$ cat src/rtl/updown_load_counter_if.sv
// updown_load_counter_if: load/count bus between the write driver, the counter and the read monitor.
interface updown_load_counter_if #(parameter int WIDTH = 4);
    logic [WIDTH-1:0] data_in;
    logic             load;
    logic             mode;
    logic             enable;
    logic [WIDTH-1:0] data_out;
    logic             tc;
    logic             load_err;
    logic [1:0]       state_o;
    modport master (output data_in, load, mode, enable, input data_out, tc, load_err, state_o);
    modport slave (input data_in, load, mode, enable, output data_out, tc, load_err, state_o);
endinterface

$ cat src/rtl/updown_load_counter.sv
// updown_load_counter: bounded loadable up/down counter with clamped loads and a direction-turn FSM.
// Define COUNTER_SAT_MODE_EN to saturate at the bounds instead of wrapping.
module updown_load_counter #(
    parameter int WIDTH   = 4,
    parameter int MAX_VAL = 11
) (
    input logic                 clock,
    input logic                 reset_n,
    updown_load_counter_if.slave bus
);
    typedef enum logic [1:0] {IDLE = 2'b00, UP = 2'b01, DOWN = 2'b10, TURN = 2'b11} state_t;
    localparam logic [WIDTH-1:0] MAX = MAX_VAL[WIDTH-1:0];
    state_t           state, state_nx;
    logic             dir, dir_nx;
    logic [WIDTH-1:0] cnt, cnt_nx, up_v, dn_v;
    logic             tc_q, tc_nx, err_q, err_nx, at_top, at_bot, over;
    assign at_top = cnt == MAX;
    assign at_bot = cnt == '0;
    assign over   = bus.data_in > MAX;
`ifdef COUNTER_SAT_MODE_EN
    assign up_v = at_top ? MAX : cnt + 1'b1;
    assign dn_v = at_bot ? '0 : cnt - 1'b1;
`else
    assign up_v = at_top ? '0 : cnt + 1'b1;
    assign dn_v = at_bot ? MAX : cnt - 1'b1;
`endif
    // dir holds the committed direction; in TURN it is the direction being turned to
    always_comb begin
        state_nx = state;
        dir_nx   = dir;
        cnt_nx   = cnt;
        tc_nx    = 1'b0;
        err_nx   = 1'b0;
        if (bus.load) begin
            cnt_nx   = over ? MAX : bus.data_in;
            err_nx   = over;
            state_nx = bus.mode ? UP : DOWN;
            dir_nx   = bus.mode;
        end else if (bus.enable) begin
            dir_nx = bus.mode;
            if (state != IDLE && bus.mode != dir) begin
                state_nx = TURN;
            end else begin
                state_nx = bus.mode ? UP : DOWN;
                cnt_nx   = bus.mode ? up_v : dn_v;
                tc_nx    = bus.mode ? at_top : at_bot;
            end
        end
    end
    always_ff @(posedge clock or negedge reset_n) begin
        if (!reset_n) begin
            state <= IDLE;
            dir   <= 1'b0;
            cnt   <= '0;
            tc_q  <= 1'b0;
            err_q <= 1'b0;
        end else begin
            state <= state_nx;
            dir   <= dir_nx;
            cnt   <= cnt_nx;
            tc_q  <= tc_nx;
            err_q <= err_nx;
        end
    end
    assign bus.data_out = cnt;
    assign bus.tc       = tc_q;
    assign bus.load_err = err_q;
    assign bus.state_o  = state;
endmodule

$ cat src/flat_wrapper.sv
// flat-port wrapper written by rule: the top's interface ports become plain ports
module updown_load_counter_flat 
#(
    parameter int WIDTH   = 4,
    parameter int MAX_VAL = 11
)
  (clock, reset_n, bus_data_in, bus_load, bus_mode, bus_enable, bus_data_out, bus_tc, bus_load_err, bus_state_o);
  updown_load_counter_if #(.WIDTH(WIDTH)) bus_i ();
  input logic clock;
  input logic reset_n;
  input wire logic [$bits(bus_i.data_in)-1:0] bus_data_in;
  input wire logic [$bits(bus_i.load)-1:0] bus_load;
  input wire logic [$bits(bus_i.mode)-1:0] bus_mode;
  input wire logic [$bits(bus_i.enable)-1:0] bus_enable;
  output wire logic [$bits(bus_i.data_out)-1:0] bus_data_out;
  output wire logic [$bits(bus_i.tc)-1:0] bus_tc;
  output wire logic [$bits(bus_i.load_err)-1:0] bus_load_err;
  output wire logic [$bits(bus_i.state_o)-1:0] bus_state_o;
  assign bus_i.data_in = bus_data_in;
  assign bus_i.load = bus_load;
  assign bus_i.mode = bus_mode;
  assign bus_i.enable = bus_enable;
  assign bus_data_out = bus_i.data_out;
  assign bus_tc = bus_i.tc;
  assign bus_load_err = bus_i.load_err;
  assign bus_state_o = bus_i.state_o;
  updown_load_counter #(.WIDTH(WIDTH), .MAX_VAL(MAX_VAL)) u_core (.clock(clock), .reset_n(reset_n), .bus(bus_i));
endmodule
$ cat config.mk
export PLATFORM = sky130hd
export DESIGN_NAME = updown_load_counter_flat
export DESIGN_NICKNAME = d
export VERILOG_FILES = /design/src/rtl/updown_load_counter_if.sv /design/src/rtl/updown_load_counter.sv /design/src/flat_wrapper.sv
export SDC_FILE = /design/constraint.sdc
export NUM_CORES = 1
export LEC_CHECK = 0
export BUFFER_PORTS_ARGS = -buffer_cell sky130_fd_sc_hd__buf_2
export CORE_MARGIN = 2
export CORE_UTILIZATION = 40
export CTS_CLUSTER_DIAMETER = 50
export DETAILED_ROUTE_END_ITERATION = 8
export GPL_ROUTABILITY_DRIVEN = 0
export GPL_TIMING_DRIVEN = 0
export PLACE_DENSITY = 0.68
export SYNTH_ARGS = -nofsm -noshare
export SYNTH_HDL_FRONTEND = slang
export SYNTH_SLANG_ARGS = --single-unit
$ cat constraint.sdc
create_clock -name clock -period 1.68 [get_ports clock]
set_input_delay 0.084 -clock clock [delete_from_list [all_inputs] [get_ports clock]]
set_output_delay 0.084 -clock clock [all_outputs]
set_load 0.05 [all_outputs]
=== Yosys cells after proc, flatten, opt, wreduce, memory -nomap -nowiden ===
Cells that the tools add are included.

* Flip-flop bits (word level): 9
* Latch bits: 0
* Memory bits (writable): 0
* Bits in read-only memories: 0
* Word-level logic and storage cells: 34
* Memories kept: 0

* Add/sub/neg operators: 2
* $mul: 0
* Div/mod/pow operators: 0
* Magnitude comparators: 1
* Eq/ne operators: 3
* Shifts and indexed selects: 0
* Mux-type cells: 18
* Bitwise operators: 0
* Reductions and logical operators: 5

{| class="wikitable"
|+ Operators by type and width
! cell !! number
|-
| $mux W4 || 7
|-
| $mux W2 || 4
|-
| $mux W1 || 7
|-
| $add A4 B1 Y4 const B || 1
|-
| $eq A4 B4 Y1 const B || 1
|-
| $gt A4 B4 Y1 const B || 1
|-
| $logic_not A4 Y1 || 1
|-
| $reduce_bool A2 Y1 || 2
|-
| $sub A4 B1 Y4 const B || 1
|-
| $ne A2 B2 Y1 const B || 1
|-
| $reduce_and A2 Y1 || 1
|-
| $logic_and A1 B1 Y1 || 1
|-
| $ne A1 B1 Y1 || 1
|}

=== Logic depth before layout (Yosys ltp) ===
Gate-level depths: netlist (run 1).

* Depth in word-level cells: 6
* Depth in mapped cells: 6
* Gate-level depth less buffers: 6

=== Least setup slack after synthesis (run 1) ===
No wires, ideal clock.

* Path type: register -> register
* Start point: register u_core.cnt[0] (netlist: u_core.bus.data_out[0])
* End point: register u_core.cnt[3] (netlist: u_core.bus.data_out[3])
* Library setup time: 0.135 ns
* Arrival: 1.774 ns
* Slack: -0.228 ns
* Cell stages (with the launch flop): 7
* Path buffers: 0
* Path through: dfrtp_1 inv_1 ha_1 o21bai_1 a21o_2 a221oi_2 o31ai_2

* Longest elaborated chain between the ends: 6
* Elaborated cells on any way between the ends: 10
* Classes of those cells: add/sub: 2; eq/ne: 1; mux: 6; reduce/logical: 1

{| class="wikitable"
|+ Ends and longest elaborated chain
! item !! line !! text
|-
| start: declaration || updown_load_counter.sv:15 || <nowiki>logic [WIDTH-1:0] cnt, cnt_nx, up_v, dn_v;</nowiki>
|-
| start signal: assignment || updown_load_counter.sv:60 || <nowiki>cnt <= cnt_nx;</nowiki>
|-
| $sub A4 B1 Y4, or another cell as far along || updown_load_counter.sv:25 || <nowiki>assign dn_v = at_bot ? MAX : cnt - 1'b1;</nowiki>
|-
| $mux W4 (on tied branches) || updown_load_counter.sv:25, updown_load_counter.sv:24 ||
|-
| $mux W4 (*) || updown_load_counter.sv:45 || <nowiki>cnt_nx = bus.mode ? up_v : dn_v;</nowiki>
|-
| $mux W4 (*) || updown_load_counter.sv:41 || <nowiki>if (state != IDLE && bus.mode != dir) begin</nowiki>
|-
| $mux W4 (*) || updown_load_counter.sv:39 || <nowiki>end else if (bus.enable) begin</nowiki>
|-
| $mux W4 (*) || updown_load_counter.sv:34 || <nowiki>if (bus.load) begin</nowiki>
|}

Every way passes the cells marked *; elsewhere a longest branch is shown, timed or not. The select of a mux whose other input is x is not followed.
A chain may end at the register's enable or synchronous reset.

=== Worst setup path after layout (run 1) ===
Ends and elaborated chain as after synthesis.

==> flow_summary.toml, run 1 <==
[die]
die-height_um = 43.5
die_area_um2 = 1890
coreArea_um2 = 1490
start_util_pct = 41.8
num_rows = 14
die_w_um = 43.5
ios = 17

[worst_setup_path]
r2r_cells = 6
cp_data_required_time_ns = 1.80
cp_max_fo = 8
critical_path_class = "register to register"
cp-end-kind = "register"
arrival_ns = 1.70
ff2ff_setup_slack_ns = 0.11
crit-reg2reg-launch = "u_core.bus.data_out[0]"
worstSetupStartpointType = "register"
r2r_end = "u_core.bus.data_out[3]"

[timing]
setup_ws_ns = 0.105
hold_ws_ns = 0.0643
setup_viol = 0
min_period_ns = 1.57
hold_viol_final = 0
slew_headroom_pct = 68.1
grt_setup_unrepaired = "no"
slew_violations = 0
skew_ns = 0.00138
worst_slew_pin_slew_ns = 0.478
fin_setup_tns_ns = 0
period_share_pct = 93.7
clock.fmax_mhz = 635

[global_route]
grt_max_degree = 11
busiest_layer = "met2"
grt_util_all_layers_pct = 15.5
antenna_found_initial = 0
globalRouteMet2Util_pct = 23.3
grt-ovfl-total = 0
grt_pass1_wl_um = 2130
met1_usage_pct = 20.3
grt_pass1_vias = 499
use_met3_pct = 6.25

[detailed_routing]
post-route-drc-count = 0
drtPass1Iterations = 4
routed_wl_um = 1240
dr.first_iter.drc_count = 3
wl_per_cell_um = 12.2
via_per_inst = 5.39
route.antenna.remaining_nets = 0
dr_total_vias = 544

[cts]
cts_buffer_depth = 2
path_clk_slew_ns = 0.06
clkSinkCount = 9
cts_setup_buffers = 0
insertion_delay_ns = 0.26
htree_levels = 1
numCtsBuffers = 3
cts_tree = "yes"
cts_root_buf = "clkbuf_4"

[placed_design]
place_hpwl_um = 961
post-place-ws_ns = 0.120
dp_cells = 96
io_buffers = 16

[layout]
syn2layout_area_growth_pct = 22.7
layout.cells.most_common = "buf_2"
layout_common_cells = "buf_2 (16), dfrtp_1 (7), nor2_1 (6), a21oi_1 (6), inv_1 (4)"
drive_gt1_share_pct = 37.6
nets = 97
n_antenna_cell = 0
final_cells = 101

[hold_path]
hold_path_end = "u_core.bus.data_out[2]"
holdCritStartpoint = "bus_load"
min-delay-path-class = "primary input to register"
holdPathStages = 2

[pwr]
pwr-share-comb_pct = 40.6
p_switching_uw = 286
p_seq_share_pct = 37.0
p_int_uw = 446
leakage_uw = 0.000366
power_density_nw_per_um2 = 958
pwr-share-clk_pct = 22.4
vdd_ir_drop_max_mv = 0.632
swShare_pct = 39.1

[synth]
synth_seq_area_share_pct = 36.1
syn-instance-count = 64
synth_compound_area_share_pct = 27.3
synth_top_family_by_area = "compound AO/OA/AOI/OAI gates"
syn_nets = 75
yosys_warnings = 0
synthAdderAreaFrac_pct = 4.02
synth_mux_area_share_pct = 6.63
syn_area_per_cell_um2 = 9.74
ys_seq_elements = 9
synth-simple-area-share_pct = 16.5
synth_cell_types = 32
synth_xor_area_share_pct = 2.81
syn-cell-area_um2 = 623

[job]
drv_cap = 0

[outcome]
status = "complete, no violations"
## through the flow
stage / util (%) / total power [uW] / cell area, um2
3_5_place_dp: 48.9 / 573 / 728
3_3_place_gp: 48.9 / 568 / 728
2_1_floorplan: - / 504 / 628
6_report: 51.3 / 733 / 764
4_1_cts: 51.3 / 740 / 764
5_1_grt: 51.3 / 783 / 764
## sequential cells by signal, indices dropped and copies added, names as in the netlist
signal,cells
u_core.dir,1
u_core.bus.load_err,1
u_core.bus.data_out,4
u_core.bus.state_o,2
u_core.bus.tc,1
## cell type report
class	count	area, um2
well taps	16	20.0
repair buffers	17	90.1
multi-input cells	48	359
plain buffers	3	26.3
inverters	4	15.0
fillers	142	724
flip-flops and latches	9	228
clock buffers	4	26.3
## critical path: stages, from the launching register on
cell and delay, ns:
dfrtp_2 0.43, inv_1 0.10, ha_2 0.21, o21bai_1 0.15, a21o_2 0.21, a221oi_2 0.24, o31ai_2 0.10
## worst max path at each step
stage	to	start	cells after the start
finish	u_core.bus.data_out[3]	u_core.bus.data_out[0]	6
CTS	u_core.bus.data_out[3]	u_core.bus.data_out[0]	6
floorplan	u_core.bus.data_out[3]	u_core.bus.data_out[0]	6
global route	u_core.bus.data_out[3]	u_core.bus.data_out[0]	6
detailed placement	u_core.bus.data_out[3]	u_core.bus.data_out[0]	6
global placement	u_core.bus.data_out[3]	u_core.bus.data_out[0]	6
## power by group through the flow
stage          logic, uW  registers [uW]  clock network, uW
2_1_floorplan        157             347                  0
4_1_cts              300             272                169
3_5_place_dp         297             276                  0
6_report             297             271                164
5_1_grt              324             278                181
3_3_place_gp         294             274                  0
## cell usage after synthesis (all sizes together)
master / number / share of area [%]
a2bb2oi: 1 / 1.4
o31ai: 1 / 2.0
o21ai: 3 / 3.0
dfrtp: 9 / 36
nand2b: 1 / 2.2
nand2: 3 / 1.8
mux2i: 3 / 4.8
or3b: 1 / 1.4
nand4b: 1 / 1.4
o311ai: 1 / 1.4
o211ai: 1 / 2.0
ha: 2 / 4.0
buf: 2 / 3.6
a221oi: 1 / 2.4
nand3: 2 / 1.6
o21a: 2 / 2.4
a22oi: 1 / 1.2
mux2: 1 / 1.8
inv: 4 / 2.4
and2: 1 / 1.2
nor2: 6 / 3.6
a21o: 2 / 2.6
o21bai: 1 / 1.2
a41oi: 1 / 1.4
clkbuf: 1 / 0.60
a21oi: 6 / 4.8
and3: 2 / 2.0
xnor2: 2 / 2.8
nand3b: 1 / 1.2
a211o: 1 / 1.4
## what timing repair did
item	4_1_cts	5_1_grt
hold endpoints to repair	9	0
hold buffers	1	0
gates resized for setup	0	0
## layer usage
| layer | wire length, um | up-vias |
|---|---|---|
| met2 | 605 | 12 |
| li1 | - | 280 |
| met5 | 0 | - |
| met1 | 560 | 250 |
| met4 | 14 | 0 |
| met3 | 56 | 2 |
## logic make-up after synthesis
group                    after synthesis
XOR/XNOR                               2
multiplexers                           4
AO/OA/AOI/OAI                         22
flip-flops                             9
adder cells (fa/ha/maj)                2
AND/OR/NAND/NOR                       18
buffers and inverters                  7
(Power assumes the default switching activity.)
==> inputs of run 2 (changes only) <==
--- a/config.mk
+++ b/config.mk
@@ -5,14 +5,16 @@
 export SDC_FILE = /design/constraint.sdc
 export NUM_CORES = 1
 export LEC_CHECK = 0
+export ABC_AREA = 1
 export BUFFER_PORTS_ARGS = -buffer_cell sky130_fd_sc_hd__buf_2
+export CORE_ASPECT_RATIO = 0.7
 export CORE_MARGIN = 2
-export CORE_UTILIZATION = 40
+export CORE_UTILIZATION = 25
 export CTS_CLUSTER_DIAMETER = 50
 export DETAILED_ROUTE_END_ITERATION = 8
 export GPL_ROUTABILITY_DRIVEN = 0
 export GPL_TIMING_DRIVEN = 0
-export PLACE_DENSITY = 0.68
+export PLACE_DENSITY = 0.48
 export SYNTH_ARGS = -nofsm -noshare
 export SYNTH_HDL_FRONTEND = slang
 export SYNTH_SLANG_ARGS = --single-unit
==> flow_summary.toml, run 2 <==
[outcome]
status = "complete, no violations"

[synth]
synth_mux_area_share_pct = 0
synth_area_leaders = "dfrtp_1 (36%), nand2_1 (17%), inv_1 (7.8%)"
ys_seq_elements = 9
synth_edf_count = 0
synth_seq_area_share_pct = 35.8
syn-cell-area_um2 = 629
syn_nets = 103
yosys.cell_count.top_type = "nand2_1"
synth-simple-area-share_pct = 39.6
synth_top_area_share_pct = 35.8
synth_top_family_by_area = "simple AND/OR/NAND/NOR gates"
yosys.area.top_type = "dfrtp_1"
synth_xor_area_share_pct = 1.39
syn-instance-count = 92
synthTopCellsByCount = "nand2_1 (28), inv_1 (13), nor2_1 (11), dfrtp_1 (9), nand3_1 (7)"
synth_ff_type = "dfrtp_1"
synth_cell_types = 19
yosys_warnings = 0
synth_compound_area_share_pct = 10.3
syn_area_per_cell_um2 = 6.84
async_reset_ff_share_pct = 100
synthAdderAreaFrac_pct = 3.98

[layout]
syn2layout_area_growth_pct = 25.2
nets = 125
final_cells = 147
n_antenna_cell = 0
drive_gt1_share_pct = 26.5
largest_reg_flops = 4
layout_common_cells = "nand2_1 (28), buf_2 (16), inv_1 (13), nor2_1 (11), dfrtp_1 (9)"
layout.cells.most_common = "nand2_1"
fin_util_pct = 32.6

[placed_design]
dp_cells = 142
io_buffers = 16
place_hpwl_um = 1210
post-place-ws_ns = 0.312

[die]
num_rows = 15
coreArea_um2 = 2420
die-height_um = 46.0
die_area_um2 = 2940
ios = 17
die_w_um = 64.0
start_util_pct = 26.0

[cts]
cts_buffer_depth = 2
cts_tree = "yes"
cts_setup_buffers = 0
path_clk_slew_ns = 0.06
cts_root_buf = "clkbuf_4"
htree_levels = 1
insertion_delay_ns = 0.26
numCtsBuffers = 3
clkSinkCount = 9

[timing]
period_share_pct = 81.2
skew_ns = 0.00218
grt_setup_unrepaired = "no"
slew_headroom_pct = 82.9
hold_viol_final = 0
min_period_ns = 1.36
hold_ws_ns = 0.107
setup_ws_ns = 0.315
fin_setup_tns_ns = 0
worst_slew_pin_slew_ns = 0.257
slew_violations = 0
setup_viol = 0
clock.fmax_mhz = 733

[worst_setup_path]
critPathMostFrequentCell = "nand2_1"
cp_data_required_time_ns = 1.89
slowest_delay_ns = 0.45
critPathSlowestCell = "dfrtp_1"
cp_max_fo = 7
crit-reg2reg-launch = "u_core.bus.data_out[0]"
arrival_ns = 1.57
cp_cell_sequence = "inv_1 > ha_1 > nand3_1 > nand2_1 > nand2_1 > o21ai_0 > nand2_1 > nand2_1"
startpoint = "u_core.bus.data_out[0]"
critical_path_class = "register to register"
worstSetupStartpointType = "register"
cp-end-kind = "register"

[hold_path]
holdCritStartpoint = "bus_data_in[2]"
min-delay-path-class = "primary input to register"

[global_route]
grt_pass1_vias = 542
grt_max_degree = 10
grt_util_all_layers_pct = 12.2
grt-ovfl-total = 0
grt_pass1_wl_um = 2620
antenna_found_initial = 0

[detailed_routing]
drtPass1Iterations = 4
via_per_inst = 4.13
post-route-drc-count = 0
dr.first_iter.drc_count = 18
dr_total_vias = 607
route.antenna.remaining_nets = 0
wl_per_cell_um = 9.91
routed_wl_um = 1460

[pwr]
vdd_ir_drop_max_mv = 0.395
leakage_uw = 0.000436
power_density_nw_per_um2 = 1060

[job]
drv_cap = 0
run 2: cell types whose count changed after synthesis, sizes merged, moves of 3 or more:
cell | before | now
inv | 4 | 15
mux2i | 3 | 0
nand2 | 3 | 29
nand3 | 2 | 9
nor2 | 6 | 14
o21ai | 3 | 6
run 2: cell type report:
class	count	area, um2
clock buffer	4	26.3
timing repair buffer	17	90.1
multi-input combinational	68	348
inverter	15	56.3
sequential	9	225
fill	267	1630
tap	34	42.5
run 2: critical path, delay by kind of cell, from the launching register on:
kind | cells | cell delay (ns)
fa+ha+maj | 1 | 0.19
flops | 1 | 0.45
compound gates | 1 | 0.15
simple gates | 5 | 0.39
buf+inv | 1 | 0.12
run 2: routing by layer:
metal,vias to the layer above,track usage [%],wire length [um]
met5,-,0,0
met4,0,2.61,9
met3,2,5.45,89
met2,14,16.3,525
met1,260,17.7,832
li1,331,-,-
run 2: metrics by stage:
step                instance area, um2  total power (uW)
floorplan                          629               571
global placement                   752               663
detailed placement                 752               662
CTS                                788               843
global route                       788               919
finish                             788               832
run 2: repair_timing:
action,CTS,global route
gates resized for setup,0,0
hold buffers,1,0
hold endpoints to repair,9,0
run 2: power breakdown:
group          total (uW)  internal (uW)  switching (uW)
Clock                 173           91.9            81.4
Combinational         370            110             259
Sequential            290            247            42.5
run 2: kinds of logic after synthesis:
| kind of cell | count (synthesis) |
|---|---|
| simple gates | 54 |
| buf+inv | 15 |
| compound gates | 11 |
| fa+ha+maj | 2 |
| xor+xnor | 1 |
| flops | 9 |
run 2: worst paths after layout:
| path | end | slack [ns] | cells past startpoint |
|---|---|---|---|
| max in group asynchronous | u_core.dir | 1.28 | 2 |
| worst max-delay path | u_core.bus.data_out[0] | 0.32 | 8 |
| worst min-delay path | u_core.bus.load_err | 0.11 | 3 |
| worst max register to register | u_core.bus.data_out[0] | 0.32 | 8 |
| worst min register to register | u_core.dir | 0.54 | 2 |
| min in group asynchronous | u_core.bus.state_o[0] | 0.21 | 2 |
